===== config.mk =====
export PLATFORM = sky130hd
export DESIGN_NAME = gf128_pp_accumulator
export DESIGN_NICKNAME = d
export VERILOG_FILES = /design/src/rtl/gf128_pp_accumulator.sv
export SDC_FILE = /design/constraint.sdc
export NUM_CORES = 1
export LEC_CHECK = 0
export BUFFER_PORTS_ARGS = -buffer_cell sky130_fd_sc_hd__clkbuf_2
export CORE_ASPECT_RATIO = 1.1
export CORE_MARGIN = 1.5
export CORE_UTILIZATION = 45
export CTS_CLUSTER_SIZE = 30
export DETAILED_ROUTE_END_ITERATION = 6
export HOLD_SLACK_MARGIN = 0.05
export PLACE_DENSITY_LB_ADDON = 0.15
export SYNTH_ARGS = -nofsm -noshare
export SYNTH_HDL_FRONTEND = slang
export SYNTH_SLANG_ARGS = --single-unit
export TNS_END_PERCENT = 10

===== constraint.sdc =====
create_clock -name clk_i -period 5.3 [get_ports clk_i]
set_input_delay 0.53 -clock clk_i [delete_from_list [all_inputs] [get_ports clk_i]]
set_output_delay 0.53 -clock clk_i [all_outputs]
set_load 0.1 [all_outputs]

===== src/rtl/gf128_pp_accumulator.sv =====
// Folds reduced, word-positioned GF(2^128) partial products into a 128-bit accumulator
// and hands the finished word to the result path over a valid/ready handshake.
module gf128_pp_accumulator #(
  parameter int NUM_PP = 16
) (
  input  logic         clk_i,
  input  logic         rst_i,
  input  logic         start_i,
  input  logic         pp_valid_i,
  output logic         pp_ready_o,
  input  logic [31:0]  pp_c0_i,
  input  logic [31:0]  pp_c1_i,
  input  logic [5:0]   pp_c3_i,
  input  logic [2:0]   pp_shift_idx_i,
  output logic         res_valid_o,
  input  logic         res_ready_i,
  output logic [127:0] res_o,
  output logic         busy_o,
  output logic         err_o
);

  localparam int CNT_W = $clog2(NUM_PP) + 1;
  localparam logic [CNT_W-1:0] LAST_CNT = CNT_W'(NUM_PP - 1);

  typedef enum logic [1:0] {
    IDLE  = 2'd0,
    ACCUM = 2'd1,
    DONE  = 2'd2
  } state_t;

  state_t            state_reg;
  logic [3:0][31:0]  acc_reg;
  logic [3:0][31:0]  acc_next;
  logic [CNT_W-1:0]  cnt_reg;
  logic              err_reg;

  logic       beat_accept;
  logic       shift_legal;
  logic       c3_used;
  logic [1:0] pos0;
  logic [1:0] pos1;
  logic [1:0] pos2;

  assign beat_accept = pp_valid_i && (state_reg == ACCUM);
  assign shift_legal = (pp_shift_idx_i != 3'd7);
  assign c3_used     = (pp_shift_idx_i >= 3'd3);
  // Word positions wrap modulo 4 through the natural 2-bit overflow.
  assign pos0 = pp_shift_idx_i[1:0];
  assign pos1 = pos0 + 2'd1;
  assign pos2 = pos0 + 2'd2;

  genvar gi;
  generate
    for (gi = 0; gi < 4; gi++) begin : g_word
      logic [31:0] mask;
      always_comb begin
        mask = 32'd0;
        if (pos0 == 2'(gi)) mask = mask ^ pp_c0_i;
        if (pos1 == 2'(gi)) mask = mask ^ pp_c1_i;
        if (c3_used && (pos2 == 2'(gi))) mask = mask ^ {26'd0, pp_c3_i};
        acc_next[gi] = shift_legal ? (acc_reg[gi] ^ mask) : acc_reg[gi];
      end
    end
  endgenerate

  always_ff @(posedge clk_i) begin
    if (rst_i) begin
      state_reg <= IDLE;
      acc_reg   <= '0;
      cnt_reg   <= '0;
      err_reg   <= 1'b0;
    end else begin
      case (state_reg)
        IDLE: begin
          if (start_i) begin
            state_reg <= ACCUM;
            acc_reg   <= '0;
            cnt_reg   <= '0;
            err_reg   <= 1'b0;
          end
        end
        ACCUM: begin
          if (beat_accept) begin
            acc_reg <= acc_next;
            cnt_reg <= cnt_reg + CNT_W'(1);
            if (!shift_legal) err_reg <= 1'b1;
            if (cnt_reg == LAST_CNT) state_reg <= DONE;
          end
        end
        DONE: begin
          if (res_ready_i) state_reg <= IDLE;
        end
        default: state_reg <= IDLE;
      endcase
    end
  end

  assign pp_ready_o  = (state_reg == ACCUM);
  assign res_valid_o = (state_reg == DONE);
  assign busy_o      = (state_reg == ACCUM) || (state_reg == DONE);
  assign err_o       = err_reg;
  assign res_o       = acc_reg;

endmodule

==> results.sh <==
export IMPL_cts_sinks=136
export IMPL_port_buffers=209
export IMPL_final_core_util_pct=57.7
export IMPL_synth_cell_types=38
export IMPL_finalNetCount=1044
export IMPL_routed_via_density=5.86
export IMPL_synth_common_cells="dfxtp_1, a21oi_1, o21ai_0, or3_1, clkbuf_1"
export IMPL_grt_pass1_wl_mm=30.4
export IMPL_muxShareOfSynthArea_pct=6.07
export IMPL_report_final_hold_viol_count=0
export IMPL_crit_type="input pin to flip-flop"
export IMPL_area_delta_synth_final_pct=24.4
export IMPL_rows=46
export IMPL_drtAntennaViolNets=0
export IMPL_synth_xor_area_share_pct=0.130
export IMPL_period_share_pct=54.5
export IMPL_yosys_area_share_adder_pct=1.12
export IMPL_fin_worst_skew_ns=0.00385
export IMPL_htreeDepth=4
export IMPL_ios=210
export IMPL_instances_no_fill=1163
export IMPL_holdBufCountCts=0
export IMPL_critPathCaptureType="flip-flop"
export IMPL_r2r_start="state_reg[1]"
export IMPL_syn_nets=880
export IMPL_dp_hpwl_mm=12.8
export IMPL_hp_start="rst_i"
export IMPL_synth_avg_cell_area_um2=8.45
export IMPL_numCtsBuffers=17
export IMPL_holdCritPathClass="input pin to flip-flop"
export IMPL_drt_iter0_markers=607
export IMPL_synth_edf_count=0
export IMPL_tns_ns=0
export IMPL_fmax_mhz=346
export IMPL_yosysWarnings=0
export IMPL_avgRoutedWirePerCell_um=16.5
export IMPL_regToRegSetupSlack_ns=2.57
export IMPL_cts_tree="yes"
export IMPL_synth_area_leaders="dfxtp_1, a21oi_1, or3_1"
export IMPL_multi_input_area_um2=3700
export IMPL_setup_viol=0
export IMPL_synth_top_cell_area_share_pct=40.5
export IMPL_die_w_um=120
export IMPL_yosys_area_top_type="dfxtp_1"
export IMPL_worstSetupStartpointType="input pin"
export IMPL_grt_max_degree=109
export IMPL_start_util_pct=46.4
export IMPL_reg2reg_depth=7
export IMPL_leakagePower_nw=3.35
export IMPL_diodes=0
export IMPL_cp_arrival_ns=3.22
export IMPL_synthCells=796
export IMPL_hold_slack_ns=0.389
export IMPL_fillers=1373
export IMPL_rsz0062_at_grt="no"
export IMPL_cts_resized=0
export IMPL_post_cts_buffers=0
export IMPL_clkTransAtPathRegs_ns=0.05
export IMPL_dp_cells=1133
export IMPL_firstDrtPassIters=5
export IMPL_worstSkewPairLatency_ns=0.41
export IMPL_maxCapViolations=0
export IMPL_drive_gt1_share_pct=26.5
export IMPL_root_buffer="clkbuf_16"
export IMPL_period_needed_ns=2.89
export IMPL_synth_compound_area_share_pct=29.0
export IMPL_synth_top_family_by_area="compound AO/OA/AOI/OAI gates"
export IMPL_ir_worst_vdd_v=0.000213
export IMPL_drc=0
export IMPL_hold_end="cnt_reg[0]"
export IMPL_worstMarginPinSlew_ns=1.12
export IMPL_timing_rr_end="res_o[4]"
export IMPL_path_max_fanout=108
export IMPL_die_area_um2=15700
export IMPL_totalWireLength_mm=19.2
export IMPL_crit_start="pp_shift_idx_i[1]"
export IMPL_grt_overflow=0
export IMPL_gp_congestion=0.773
export IMPL_synth_seq_cells=136
export IMPL_fp_coreArea_um2=14500
export IMPL_worstHoldPathCells=2
export IMPL_synthSimpleGateAreaFrac_pct=18.5
export IMPL_ys_async_sr_fraction_pct=0
export IMPL_ys_flop_type="dfxtp_1"
export IMPL_critPathRequiredTime_ns=5.64
export IMPL_p_per_area_nw_per_um2=426
export IMPL_register_area_um2=2720
export IMPL_largest_register_ffs=128
export IMPL_grt_pass1_vias=5855
export IMPL_cts_buffer_depth=2
export IMPL_route_vias_total=6810
export IMPL_die_h_um=131
export IMPL_status="completed"
export IMPL_syn_cell_area_um2=6730
export IMPL_drv_slew=0
export IMPL_antenna_found_initial=0
export IMPL_relSlewSlack_pct=25.4
export IMPL_yosysSeqAreaShare_pct=40.5
export IMPL_grtUsageTotal_pct=23.9
export IMPL_yosysMostFrequentCell="dfxtp_1"
[critical path, cell delays in order]
cell       delay [ns]
clkbuf_2         0.39
inv_1            0.60
o2111ai_4        0.56
buf_12           0.40
or4_1            0.54
a21oi_1          0.15
[routing by layer]
layer  global-route usage [%]  part of all wire (%)
met1                     31.6                    46
met3                     6.55                   6.4
met4                     8.86                   2.3
met5                        0                     0
met2                     37.1                    46
[cell type report]
class,count,area share [%]
multi-input combinational,581,44.3
timing repair buffer,218,13.5
sequential,136,32.6
clock inverter,2,0.120
inverter,6,0.269
clock buffer,28,6.42
tap,192,2.87
[power breakdown]
group          switching (mW)  internal, mW  total [mW]
combinational            1.05         0.249        1.30
clock                   0.414         0.679        1.09
sequential             0.0606          1.11        1.17
[per-stage QoR]
| stage | total power [mW] | instance area, um^2 | worst slack (ns) |
|---|---|---|---|
| 2_1_floorplan | 2.25 | 6730 | 2.53 |
| 3_3_place_gp | 2.48 | 7820 | 2.01 |
| 3_5_place_dp | 2.49 | 7820 | 1.97 |
| 4_1_cts | 3.59 | 8360 | 2.42 |
| 5_1_grt | 3.72 | 8360 | 2.14 |
| 6_report | 3.57 | 8360 | 2.41 |
[cell usage in the layout, fill, tap and decap left out, types with 3 or more instances in the layout]
master	synthesis	layout
clkbuf_2	0	208
dfxtp_1	136	136
a21oi_1	135	135
o21ai_0	98	98
or3_1	98	98
a22oi_1	50	50
mux2i_1	34	34
o31ai_1	31	31
or4_1	31	31
clkbuf_16	0	17
nor2_1	14	13
buf_4	0	9
and3_1	8	8
nand3_1	9	8
nand2_1	8	8
nor2b_1	10	8
clkbuf_8	0	7
inv_1	6	6
a2bb2oi_1	6	6
mux2_2	6	6
ha_1	6	6
nand3b_1	5	5
o2bb2ai_1	5	5
a31oi_1	4	4
clkbuf_1	58	4
and3b_1	3	3
nor3_1	3	3
[cells by family after synthesis]
kind of cell | count (synthesis)
adder cells (fa/ha/maj) | 6
buffers and inverters | 79
AND/OR/NAND/NOR | 200
XOR/XNOR | 1
multiplexers | 40
flip-flops | 136
AO/OA/AOI/OAI | 334
[worst max path at each step]
stage	end	slack [ns]	depth (start not counted)
after floorplan	res_o[2]	2.53	8
after global placement	res_o[4]	2.01	6
after detailed placement	res_o[4]	1.97	6
after CTS	res_o[1]	2.42	6
after global routing	res_o[4]	2.14	6
final	res_o[4]	2.41	6
No activity file was read; power rests on OpenSTA's default activity.
